## src/rtl/clock_lock_sequencer.sv

```systemverilog
// Pixel-clock lock qualifier: synchronises the raw PLL/MMCM lock, holds it for LOCK_HOLD cycles,
// then releases NUM_RESETS domain resets in staggered order and reports a qualified lock.
module clock_lock_sequencer #(
  parameter int unsigned SYNC_STAGES = 2,
  parameter int unsigned LOCK_HOLD   = 16,
  parameter int unsigned NUM_RESETS  = 3,
  parameter int unsigned RST_STAGGER = 4,
  parameter int unsigned CNT_W       = 8
) (
  input  logic                  clk_pix,
  input  logic                  rst,
  input  logic                  locked_in,
  input  logic                  sw_restart,
  output logic [NUM_RESETS-1:0] rst_out,
  output logic                  clk_pix_locked,
  output logic [CNT_W-1:0]      loss_count,
  output logic [1:0]            state
);

  localparam int unsigned HoldW = $clog2(LOCK_HOLD + 1);
  localparam int unsigned StagW = (RST_STAGGER > 1) ? $clog2(RST_STAGGER) : 1;
  localparam int unsigned IdxW  = $clog2(NUM_RESETS + 1);

  localparam logic [HoldW-1:0] HoldMax = HoldW'(LOCK_HOLD);
  localparam logic [StagW-1:0] StagMax = StagW'(RST_STAGGER - 1);
  localparam logic [IdxW-1:0]  IdxLast = IdxW'(NUM_RESETS - 1);

  typedef enum logic [1:0] {
    StWaitLock = 2'd0,
    StHold     = 2'd1,
    StRelease  = 2'd2,
    StRun      = 2'd3
  } state_e;

  logic [SYNC_STAGES-1:0] sync_q;
  logic                   lock_s;

  state_e                 state_q;
  logic [HoldW-1:0]       hold_cnt_q;
  logic [StagW-1:0]       stag_cnt_q;
  logic [IdxW-1:0]        idx_q;
  logic [NUM_RESETS-1:0]  rst_out_q;
  logic                   locked_q;
  logic [CNT_W-1:0]       loss_q;

  // locked_in is asynchronous to clk_pix; only the last stage is ever looked at
  always_ff @(posedge clk_pix or posedge rst) begin
    if (rst) begin
      sync_q <= '0;
    end else begin
      sync_q <= {sync_q[SYNC_STAGES-2:0], locked_in};
    end
  end

  assign lock_s = sync_q[SYNC_STAGES-1];

  always_ff @(posedge clk_pix or posedge rst) begin
    if (rst) begin
      state_q    <= StWaitLock;
      hold_cnt_q <= '0;
      stag_cnt_q <= '0;
      idx_q      <= '0;
      rst_out_q  <= '1;
      locked_q   <= 1'b0;
      loss_q     <= '0;
    end else begin
      unique case (state_q)
        StWaitLock: begin
          if (lock_s) begin
            state_q    <= StHold;
            hold_cnt_q <= HoldW'(1);
          end
        end

        StHold: begin
          // Losing lock before any release is not a counted loss
          if (!lock_s || sw_restart) begin
            state_q    <= StWaitLock;
            hold_cnt_q <= '0;
          end else if (hold_cnt_q == HoldMax) begin
            hold_cnt_q   <= '0;
            rst_out_q[0] <= 1'b0;
            stag_cnt_q   <= '0;
            idx_q        <= IdxW'(1);
            if (NUM_RESETS == 1) begin
              state_q  <= StRun;
              locked_q <= 1'b1;
            end else begin
              state_q <= StRelease;
            end
          end else begin
            hold_cnt_q <= hold_cnt_q + 1'b1;
          end
        end

        StRelease, StRun: begin
          if (!lock_s || sw_restart) begin
            // A real lock drop wins over a simultaneous software restart
            if (!lock_s && (loss_q != '1)) begin
              loss_q <= loss_q + 1'b1;
            end
            state_q    <= StWaitLock;
            rst_out_q  <= '1;
            locked_q   <= 1'b0;
            hold_cnt_q <= '0;
            stag_cnt_q <= '0;
            idx_q      <= '0;
          end else if (state_q == StRelease) begin
            if (stag_cnt_q == StagMax) begin
              for (int i = 0; i < NUM_RESETS; i++) begin
                if (idx_q == IdxW'(i)) begin
                  rst_out_q[i] <= 1'b0;
                end
              end
              stag_cnt_q <= '0;
              idx_q      <= idx_q + 1'b1;
              if (idx_q == IdxLast) begin
                state_q  <= StRun;
                locked_q <= 1'b1;
              end
            end else begin
              stag_cnt_q <= stag_cnt_q + 1'b1;
            end
          end
        end
      endcase
    end
  end

  assign rst_out        = rst_out_q;
  assign clk_pix_locked = locked_q;
  assign loss_count     = loss_q;
  assign state          = state_q;

endmodule

```

## config.mk

```make
export PLATFORM = sky130hd
export DESIGN_NAME = clock_lock_sequencer
export DESIGN_NICKNAME = d
export VERILOG_FILES = /design/src/rtl/clock_lock_sequencer.sv
export SDC_FILE = /design/constraint.sdc
export NUM_CORES = 1
export LEC_CHECK = 0
export CORE_MARGIN = 4
export CORE_UTILIZATION = 25
export DETAILED_ROUTE_END_ITERATION = 8
export DONT_BUFFER_PORTS = 1
export GPL_TIMING_DRIVEN = 1
export PLACE_DENSITY = 0.46
export SLEW_MARGIN = 20
export SYNTH_ARGS = -nofsm -noshare
export SYNTH_HDL_FRONTEND = slang
export SYNTH_SLANG_ARGS = --single-unit
export TNS_END_PERCENT = 50
```

## constraint.sdc

```tcl
create_clock -name clk_pix -period 3.9 [get_ports clk_pix]
set_input_delay 0.78 -clock clk_pix [delete_from_list [all_inputs] [get_ports clk_pix]]
set_output_delay 0.78 -clock clk_pix [all_outputs]
set_load 0.1 [all_outputs]
```

# Word level (Yosys, flattened, before mapping)
# Index checks and enable logic that the tools add are counted.
# op_classes
reduce_logical,19
n_eq_ne,17
n_mux,38
addsub,4
# op_table
op,n
2-bit 2-to-1 mux,17
5-bit 2-to-1 mux,4
3-bit != test (second input constant),5
5-bit one-hot mux with 3 select lines,1
4-bit AND reduction,3
5-bit AND reduction,2
2-bit nonzero test,5
1-bit 2-to-1 mux,9
3-bit 2-to-1 mux,3
8-bit by 1-bit adder with 8-bit output (second input constant),1
2-bit equality test (second input constant),4
2-bit != test (second input constant),4
8-bit != test (second input constant),1
2-bit one-hot mux with 2 select lines,2
2-bit one-hot mux with 3 select lines,1
6-bit AND reduction,1
5-bit by 1-bit adder with 5-bit output (second input constant),1
5-bit equality test (second input constant),1
2-bit by 1-bit adder with 2-bit output (second input constant),2
2-bit by 1-bit equality test with 1-bit output (second input constant),2
2-bit logical NOT,2
3-bit AND reduction,1
1-bit one-hot mux with 2 select lines,1
2-bit AND reduction,1
4 further kinds,4
# word_totals
ff_bits,25
elab_cells,88

# Longest topological paths before layout
# depth
ltp_word,6
depth_mapped,6
depth_no_buf,6

# Worst setup path before layout
# Ideal clock, no wire load.
# synth_timing
path_kind,flip-flop to flip-flop
startpoint,reg loss_q[0] (netlist: loss_count[0])
endpoint,reg loss_q[6] (netlist: loss_count[6])
slack_ns,1.669
stages_incl_launch_ff,6
required_ns,3.737
t_arrival_ns,2.068
setup_ns,0.163
period_less_slack_ns,2.231
n_path_buf,0
path_cell_list,dfrtp_1 -> ha_1 -> nand3_1 -> or4b_4 -> nor2_1 -> xor2_1
# synth_between
elab_chain_cells,3
# synth_rtl
element,line_no,text
"start, declared",44,logic [CNT_W-1:0] loss_q;
"start signal, assigned",100,loss_q <= loss_q + 1'b1;
branches (longest 3 deep; another with 8-bit by 1-bit adder with 8-bit output),--,
# Parallel ways; which one is timed is not known.
# A chain may end at the register's enable or synchronous reset.

# Worst setup path in the final report
# layout_timing
startpoint,reg loss_q[1] (netlist: loss_count[1])
endpoint,reg loss_q[6] (netlist: loss_count[6])
# Same word-level chain as after synthesis.

==> run metrics <==
routed vias 927; Util after Layout 29.6%; CP max FO 4; Crit. End Element flop; pin count of the biggest net entering global routing 26; required time of the critical path 4.08 ns; crit path time final 2.30 ns; Crit Path Class reg2reg; io pins 18; sequential standard cell area 629 um2; core area 4850 um2; #FFs+latches synth 25; Total Routing Usage GR 8.45%; hpwl dp 1930 um; final setup vio count 0; remaining antenna violation count after routing 0; number of flops mapped to enable cells by yosys 0; Num CTS Buffers 3; clock slew at reported path FFs 0.08 ns; layout cells sized above 1 12.2%; site row count 25; Ant. Diodes 0; most common cell after layout, fill and taps aside dfrtp_1; Skew-Pair Late Insertion Delay 0.26 ns; Area Growth Syn to Fin 11.1%; Min Hold Slack 0.360 ns; final std cells w/o fill 198; Final nets 143; leak pwr 0.643 nW; Die ar. 6380 um2; H-tree depth 1; Resized Gates After CTS 0; DRC Markers 0; sequential cell area fraction in the yosys report 48.7%; post-CTS setup repair buffer count 0; slew at the pin closest to its max-slew limit 1.14 ns; post-route cell area 1440 um2; Post-Syn Nets 137; antenna violations before repair 0; Ys Warns 0; most frequent cells in the layout dfrtp_1 (22), nand2_1 (11), a21oi_1 (9); number of global-route vias before repair 882; starting DRC count in detailed routing 30; DP Cell Count 194; Pwr Density 311 nW/um2; Post-Synthesis Cells 126; floorplan die width 79.9 um; FILL cells 509; CTS sink count 25; remaining global-route overflow 0; Initial Utilization 26.6%; max-slew violations 0; Clock Skews 0.00265 ns; Placed Area 1390 um2; GP Congestion 0.772; critical path launch point type flop; first-pass GRT wire length 4350 um; Post-Route WL 2550 um; Max transition margin 24.1%; Hold Crit Class reg2reg; unrepaired setup endpoints after global routing no; Hold Buf Count CTS 0; arrival time worst endpoint 2.48 ns; period utilisation layout 58.9%; synthesized area 1290 um2; ys flop type dfrtp_1; Distinct cells, synth 39; syn_area_per_cell 10.2 um2; max-cap viol count 0; outcome complete, no violations; Final Hold Viols 0; share of flip-flops with an asynchronous set or reset 100%; wire per inst 12.9 um; vias per cell 4.68; fmax 435 MHz; # port buffers 0; Setup TNS 0 ns; root buf cell clkbuf_8; Peak VDD IR 0.106 mV; CTS tree yes; Pre-antenna DRT Iters 4; Multi-input gate area 609 um2; Clock Tree Buf Depth 2; Die H 79.9 um
-- path summary, 6_finish.rpt --
kind	from	to	slack, ns	cells after the start
worst min register to register	sync_q[0]	sync_q[1]	0.36	0
worst min-delay path	sync_q[0]	sync_q[1]	0.36	0
min in group asynchronous	rst	sync_q[0]	0.48	1
max in group asynchronous	rst	idx_q[1]	3.01	1
worst max-delay path	loss_count[1]	loss_count[6]	1.60	5
worst max register to register	loss_count[1]	loss_count[6]	1.60	5
-- power by group --
group          switching [mW]  internal (mW)  total (mW)
registers             0.00666          0.263       0.269
clock network          0.0776         0.0729       0.150
logic                  0.0182        0.00805      0.0263
total                   0.103          0.344       0.446
-- cell type report --
cell class | instances | share of cell area [%]
clock buffers | 4 | 3.14
inverters | 10 | 2.62
flip-flops and latches | 25 | 43.9
multi-input cells | 88 | 42.5
repair buffers | 4 | 2.09
well taps | 67 | 5.84
-- worst max-delay path, stage by stage, from the launching register on --
cell,delay (ns)
dfrtp_1,0.96
ha_1,0.33
nand3_1,0.11
or4b_4,0.55
nor2_1,0.12
xor2_1,0.14
-- synth_stat cells, types with 2 or more instances --
cell | number | area share (%)
inv_1 | 9 | 2.6
dfstp_2 | 3 | 6.1
xor2_1 | 3 | 2.0
nor2_1 | 6 | 1.7
ha_1 | 7 | 6.8
a22o_1 | 2 | 1.4
o31ai_1 | 4 | 2.3
nand3_1 | 7 | 2.7
nor3_1 | 2 | 0.78
clkbuf_1 | 2 | 0.58
nand2_1 | 11 | 3.2
o21ai_0 | 6 | 2.3
nand2b_1 | 3 | 1.5
xnor2_1 | 3 | 2.0
dfrtp_1 | 22 | 43
a2bb2oi_1 | 2 | 1.4
a21oi_1 | 9 | 3.5
nor2b_1 | 2 | 0.97
o21ai_1 | 3 | 1.2
-- cells by family (layout without fill, tap and decap cells) --
| kind of cell | after synthesis | in the layout | synth area share, % |
|---|---|---|---|
| buffers and inverters | 13 | 18 | 4.07 |
| xor gates and xnor gates | 6 | 6 | 4.07 |
| DFF | 25 | 25 | 48.7 |
| and+or+nand+nor | 39 | 39 | 17.5 |
| AOI/OAI and AO/OA | 35 | 35 | 17.9 |
| muxes | 1 | 1 | 0.872 |
| adders and majority gates | 7 | 7 | 6.78 |
-- routing by layer --
metal	track usage [%]	share of wire, %
met3	2.14	5.6
met5	0	0
met4	2.03	0.51
met2	14.0	48
met1	11.0	46
-- sequential cells by signal, indices dropped and copies added (netlist names) --
| signal | count |
|---|---|
| loss_count | 8 |
| hold_cnt_q | 5 |
| rst_out | 3 |
| idx_q | 2 |
| stag_cnt_q | 2 |
| state | 2 |
| sync_q | 2 |
| clk_pix_locked | 1 |
-- per-stage QoR --
step / total power [mW] / worst slack (ns)
floorplan: 0.294 / 1.67
global placement: 0.301 / 1.61
detailed placement: 0.301 / 1.61
CTS: 0.454 / 1.59
global route: 0.468 / 1.48
finish: 0.446 / 1.60
Power figures use the tool's default switching activity.
